File: src/rtl/sys_bus_pkg.sv
// Shared definitions for the system bus decoder: FSM encoding and fixed constants.
// No logic.
package sys_bus_pkg;

    typedef enum logic [1:0] {
        ST_IDLE  = 2'd0,
        ST_ISSUE = 2'd1,
        ST_WAIT  = 2'd2,
        ST_RESP  = 2'd3
    } bus_state_t;

    localparam int          TMO_DEFAULT = 255;
    localparam logic [31:0] ERR_DATA    = 32'hDEADBEEF;

endpackage

File: src/rtl/sys_bus_tmo_cnt.sv
// Slave-ack wait counter; expired flags the WAIT cycle in which the count reaches TMO.
// Latency: expired is combinational from the registered count.
// Backpressure: none; counts only while enabled and saturates at its maximum.
module sys_bus_tmo_cnt #(
    parameter int TMO = 255
) (
    input  logic clk_i,
    input  logic rstn_i,
    input  logic clear,
    input  logic enable,
    output logic expired
);

    logic [15:0] cnt;

    always_ff @(posedge clk_i or negedge rstn_i) begin
        if (!rstn_i) begin
            cnt <= '0;
        end else if (clear) begin
            cnt <= '0;
        end else if (enable && cnt != 16'hFFFF) begin
            cnt <= cnt + 16'd1;
        end
    end

    // The increment taken in this cycle is the one that brings the count to TMO.
    assign expired = enable && (cnt == 16'(TMO - 1));

endmodule

File: src/rtl/sys_bus_decoder.sv
// Single-master address decoder fanning one transfer at a time out to SN slave windows.
// Latency: strobe -> slave strobe 1 cycle; s_ack 2+k cycles after the master strobe (k = slave ack delay).
// Backpressure: none; master strobes arriving while a transfer is in flight are dropped.
module sys_bus_decoder
    import sys_bus_pkg::*;
#(
    parameter int SN  = 8,
    parameter int SW  = 20,
    parameter int TMO = TMO_DEFAULT
) (
    input  logic             clk_i,
    input  logic             rstn_i,
    input  logic [31:0]      s_addr,
    input  logic [31:0]      s_wdata,
    input  logic             s_wen,
    input  logic             s_ren,
    output logic [31:0]      s_rdata,
    output logic             s_ack,
    output logic             s_err,
    output logic [31:0]      m_addr,
    output logic [31:0]      m_wdata,
    output logic [SN-1:0]    m_wen,
    output logic [SN-1:0]    m_ren,
    input  logic [SN*32-1:0] m_rdata,
    input  logic [SN-1:0]    m_ack,
    input  logic [SN-1:0]    m_err
);

    bus_state_t  state;
    logic [3:0]  idx_q;
    logic        wr_q;
    logic [3:0]  idx_in;
    logic        bad_dec;
    logic [31:0] sel_rdata;
    logic        sel_ack;
    logic        sel_err;
    logic        tmo_clear;
    logic        tmo_enable;
    logic        tmo_expired;

    assign idx_in  = s_addr[SW+3:SW];
    assign bad_dec = ({1'b0, idx_in} >= 5'(SN)) || (s_addr[31:SW+4] != '0);

    // Only the selected slave's response is visible; all other ack/err bits are ignored.
    always_comb begin
        sel_rdata = '0;
        sel_ack   = 1'b0;
        sel_err   = 1'b0;
        for (int i = 0; i < SN; i++) begin
            if (idx_q == 4'(i)) begin
                sel_rdata = m_rdata[i*32 +: 32];
                sel_ack   = m_ack[i];
                sel_err   = m_err[i];
            end
        end
    end

    assign tmo_clear  = (state != ST_WAIT);
    assign tmo_enable = (state == ST_WAIT);

    sys_bus_tmo_cnt #(.TMO(TMO)) u_tmo_cnt (
        .clk_i   (clk_i),
        .rstn_i  (rstn_i),
        .clear   (tmo_clear),
        .enable  (tmo_enable),
        .expired (tmo_expired)
    );

    always_ff @(posedge clk_i or negedge rstn_i) begin
        if (!rstn_i) begin
            state   <= ST_IDLE;
            idx_q   <= '0;
            wr_q    <= 1'b0;
            m_addr  <= '0;
            m_wdata <= '0;
            m_wen   <= '0;
            m_ren   <= '0;
            s_ack   <= 1'b0;
            s_err   <= 1'b0;
            s_rdata <= '0;
        end else begin
            m_wen <= '0;
            m_ren <= '0;
            s_ack <= 1'b0;
            s_err <= 1'b0;
            case (state)
                ST_IDLE: begin
                    if (s_wen || s_ren) begin
                        m_addr  <= s_addr;
                        m_wdata <= s_wdata;
                        wr_q    <= s_wen;
                        idx_q   <= idx_in;
                        if (bad_dec) begin
                            state   <= ST_RESP;
                            s_ack   <= 1'b1;
                            s_err   <= 1'b1;
                            s_rdata <= '0;
                        end else begin
                            state <= ST_ISSUE;
                            // Write wins when both strobes are raised together.
                            if (s_wen) m_wen <= SN'(1) << idx_in;
                            else       m_ren <= SN'(1) << idx_in;
                        end
                    end
                end
                ST_ISSUE, ST_WAIT: begin
                    if (sel_ack) begin
                        state   <= ST_RESP;
                        s_ack   <= 1'b1;
                        s_err   <= sel_err;
                        s_rdata <= wr_q ? 32'd0 : sel_rdata;
                    end else if (state == ST_ISSUE) begin
                        state <= ST_WAIT;
                    end else if (tmo_expired) begin
                        state   <= ST_RESP;
                        s_ack   <= 1'b1;
                        s_err   <= 1'b1;
                        s_rdata <= ERR_DATA;
                    end
                end
                default: begin
                    state <= ST_IDLE;
                end
            endcase
        end
    end

endmodule
File: config.mk
export PLATFORM = sky130hd
export DESIGN_NAME = sys_bus_decoder
export DESIGN_NICKNAME = d
export VERILOG_FILES = /design/src/rtl/sys_bus_pkg.sv /design/src/rtl/sys_bus_tmo_cnt.sv /design/src/rtl/sys_bus_decoder.sv
export SDC_FILE = /design/constraint.sdc
export NUM_CORES = 1
export LEC_CHECK = 0
export CAP_MARGIN = 20
export CORE_AREA = 2 2 178 180
export DETAILED_ROUTE_END_ITERATION = 8
export DIE_AREA = 0 0 180 182
export RECOVER_POWER = 50
export SYNTH_ARGS = -nofsm -noshare
export SYNTH_HDL_FRONTEND = slang
export SYNTH_SLANG_ARGS = --single-unit
File: constraint.sdc
create_clock -name clk_i -period 3.3 [get_ports clk_i]
set_input_delay 0.33 -clock clk_i [delete_from_list [all_inputs] [get_ports clk_i]]
set_output_delay 0.33 -clock clk_i [all_outputs]
set_load 0.005 [all_outputs]
; Word level (Yosys, flattened, before mapping)
; Cells that the tools add are included.
[word_totals]
reg_bits = 137
input_bits = 340
output_inout_bits = 114
wordCells = 99
[op_classes]
n_addsub = 1
n_lt_le_gt_ge = 1
n_eq_ne = 17
shifts = 1
mux = 55
n_reduce_logical = 13
[ops]
columns = cell, count
row1 = two-way mux 32 bit, 14
row2 = two-way mux 8 bit, 8
row3 = case mux 32 bit (2 select lines), 1
row4 = two-way mux 16 bit, 2
row5 = two-way mux 1 bit, 22
row6 = adder 16 x 1 -> 16 bit (second input constant), 1
row7 = == test 16 x 8 -> 1 bit (second input constant), 1
row8 = == test 4 x 3 -> 1 bit (second input constant), 4
row9 = != test 16 bit (second input constant), 1
row10 = two-way mux 2 bit, 5
row11 = == test 4 x 2 -> 1 bit (second input constant), 2
row12 = nonzero test 8 bit, 1
row13 = << shifter 1 x 4 -> 8 bit (first input constant), 1
row14 = != test 2 bit (second input constant), 3
row15 = != test 3 bit (second input constant), 2
row16 = AND reduction 5 bit, 1
row17 = == test 4 x 1 -> 1 bit (second input constant), 1
row18 = >= comparator 4 bit (second input constant), 1
row19 = logical NOT 4 bit, 1
row20 = != test 4 bit (second input constant), 1
row21 = case mux 1 bit (2 select lines), 2
row22 = case mux 2 bit (2 select lines), 1
row23 = AND reduction 2 bit, 2
row24 = nonzero test 2 bit, 2
row25 = 6 further kinds, 8

; Longest topological paths before layout
[depth]
word_depth = 12
ltp_mapped = 10
depth_no_buf = 7

; Cells and area by module
; Synthesis repeated with hierarchy kept, for this count alone.
[hier_totals]
hier_cells = 764
area_unflattened_um2 = 7981.4
[modules_own_cells]
columns = module, n_inst, cells_each, area_each_um2, seq_area_each_um2
row1 = sys_bus_decoder, 1, 660, 7005.5, 2927.8
row2 = sys_bus_tmo_cnt, 1, 104, 975.9, 400.4

; Worst setup path before layout
; No wires, ideal clock.
[synth_timing]
path_type = register to register
start = reg m_addr[20] (netlist name)
end = reg s_rdata[10]
setup_time_ns = 0.125
t_arrival_ns = 2.197
required_ns = 3.175
setup_slack_ns = 0.978
path_stages_with_launch = 10
path_buffers = 4
synth_period_minus_slack_ns = 2.322
path_cell_list = dfrtp_1 > buf_6 > nor2b_4 > buf_6 > and3_1 > o32a_1 > buf_6 > o31ai_4 > buf_6 > mux2_2
[synth_lines]
columns = element, line
row1 = to (signal assigned), sys_bus_decoder.sv:111  ; s_rdata <= wr_q ? 32'd0 : sel_rdata;
row2 = to (decl), sys_bus_decoder.sv:17  ; output logic [31:0] s_rdata,

==> results_dict.tcl <==
set metrics [dict create \
    violations "max-capacitance violations, max-slew violations" \
    grt_max_degree 71 \
    min_path_cells 1 \
    ys_seq_elements 133 \
    ys.flop_type "dfrtp_1" \
    arrival_ps 3240 \
    clockBufferDepth 2 \
    ant_nets 0 \
    io_pins 454 \
    layout_common_cells "399 x clkdlybuf4s50_1, 130 x dfrtp_1, 112 x mux2_2" \
    hp-class "reg -> reg" \
    hold_viol_final 0 \
    fin_skew_ps 13.58 \
    synthTopCellsByArea "dfrtp_1 42%, mux2_2 16%, mux2i_1 3.6%" \
    powerDensity_nw_per_um2 854.8 \
    insertion_delay_ps 430 \
    drv_slew 71 \
    die_x_um 180 \
    synth.largest_area_cell "dfrtp_1" \
    antenna_found_initial 3 \
    syn_nets 1051 \
    syn-cell-area_um2 7860 \
    areaGrowthSynthToFinish_pct 71.16 \
    initial_utilization 0.2537 \
    core_um2 30990 \
    critical-path-slowest-cell "o31ai_4" \
    synth_edf_count 0 \
    hpwl_um 26840 \
    drive_gt1_frac 0.1733 \
    synthCells 704 \
    synth_cell_types 60 \
    portBuffers 453 \
    clk_pin_slew_worst_paths_ps 70 \
    cts_tree "done" \
    overflow 0 \
    htree_levels 4 \
    setup_viol 0 \
    cts_root_buf "clkbuf_16" \
    firstDrtPassIters 5 \
    cts_resized 0 \
    r2r_cells 6 \
    drc 0 \
    crit_fanout 18 \
    slew_headroom -0.1975 \
    yosys_warnings 0 \
    fin_tns_setup_ps 0 \
    cts_buffers 17 \
    cts_setup_buffers 0 \
    detail_route.wl_per_cell_um 21.81 \
    ys_seq_area_frac 0.4234 \
    crit_type "reg -> reg" \
    final_common_cell "clkdlybuf4s50_1" \
    required_ps 3600 \
    cts.sinks 133 \
    crit_path_max_incr_delay_ps 830 \
    worstPathCellList "mux2i_1, nor4_1, o32a_2, o31ai_4, buf_12, mux2_2" \
    leakage_nw 5.356 \
    rows 65 \
    wirelength_um 33990 \
    ctsHoldBuffers 1 \
    maxCapViolCount 1 \
    avgViaCountPerCell 5.019 \
    grt_pass1_wl_um 50360 \
    die_h_um 182 \
    die-area_um2 32760 \
    worstSetupStartpointType "flip-flop" \
    grt_pass1_vias 8183 \
    fin_crit_ps 2944 \
    preCtsSetupSlack_ps 93.10 \
    fillers 2952 \
    synth_top_area_frac 0.4234 \
    fin_crit_sh 0.8921 \
    seq_area_um2 3334 \
    async_reset_ff_frac 1.000 \
    grt_usage 0.2019 \
    max_freq_mhz 339.7 \
    multi_input_area_um2 4207 \
    outcome "finished with violations" \
    ir_worst_vdd_uv 589.6 \
    drt-initial-drc-count 343 \
    endpoint_kind "flip-flop" \
    routabilityCongestion 0.8346 \
    vias 7819 \
    avgSynthCellArea_um2 11.16 \
    tightest_slew_ps 1796 \
    rsz0062_at_grt "no" \
    final_nets 1488 \
    setup_ws_ps 356.0 \
]
cells by family after synthesis:
family	after synthesis	share of synthesized area
fa+ha+maj	7	0.01114
mux	150	0.2219
simple gates	110	0.07402
xor+xnor	6	0.006686
flops	133	0.4234
compound gates	225	0.2186
buf+inv	73	0.04425
cell usage after synthesis (all sizes together) (10+ instances only):
cell / instances
dfrtp: 133
mux2: 114
buf: 34
nor2: 34
a21oi: 32
o22ai: 30
clkbuf: 28
mux2i: 28
a221o: 22
a22oi: 22
o221ai: 22
o21ai: 21
a22o: 18
o22a: 18
nand2: 15
inv: 10
sequential cells by signal, indices dropped and copies added (netlist names):
name and flops:
m_ren 8, m_addr 32, wr_q 1, m_wen 8, s_err 1, m_wdata 32
u_tmo_cnt.cnt 16, s_rdata 32, state 2, s_ack 1
through the flow:
| stage | std cells | area [um^2] | hold WS (ps) | total power, mW | utilization |
|---|---|---|---|---|---|
| final | 1558 | 13450 | 496.8 | 11.50 | 0.4342 |
| after global routing | 1558 | 13450 | 495.2 | 12.22 | 0.4342 |
| after CTS | 1556 | 13470 | 496.5 | 11.73 | 0.4348 |
| after detailed placement | 1523 | 12850 | 390.7 | 9.701 | 0.4148 |
| after global placement | 1523 | 12850 | 388.9 | 9.629 | 0.4148 |
| after floorplan | 704 | 7860 | 34.41 | 6.737 | - |
layout make-up:
cell class                 count  share of cell area
antenna                        2           0.0003720
clock buffer                  17             0.03162
clock inverter                15             0.01367
inverter                      11            0.003069
multi-input combinational    498              0.3127
sequential                   133              0.2479
tap                          402             0.03739
timing repair buffer         480              0.3533
power breakdown:
part	internal [mW]	total, mW	switching [mW]
Clock	1.09	1.97	0.878
Sequential	2.30	2.69	0.391
Combinational	3.65	6.84	3.19
Total	7.04	11.5	4.46
routing by layer:
metal / vias to the layer above / track usage / share of wire
li1: 3645 / - / -
met1: 3811 / 0.2227 / 0.38
met2: 322 / 0.3651 / 0.52
met3: 41 / 0.06478 / 0.076
met4: 0 / 0.06862 / 0.024
met5: - / 0 / 0
worst paths after layout:
check | startpoint | end | slack (ps)
setup / recovery | m_addr[21]$_DFFE_PN0P_ | s_rdata[28]$_DFFE_PN0P_ | 360
setup reg to reg | m_addr[21]$_DFFE_PN0P_ | s_rdata[28]$_DFFE_PN0P_ | 360
hold reg to reg | m_addr[2]$_DFFE_PN0P_ | m_addr[2]$_DFFE_PN0P_ | 500
min in group asynchronous | rstn_i | m_wdata[16]$_DFFE_PN0P_ | 910
max in group asynchronous | rstn_i | m_addr[16]$_DFFE_PN0P_ | 710
hold / removal | m_addr[2]$_DFFE_PN0P_ | m_addr[2]$_DFFE_PN0P_ | 500
critical path, delay by kind of cell (launching register included):
kind,cells,cell delay (ps)
DFF,1,540
buffers and inverters,1,250
muxes,2,690
AOI/OAI and AO/OA,2,1240
and+or+nand+nor,1,100
Note: power is estimated with default switching activity, not from simulation.
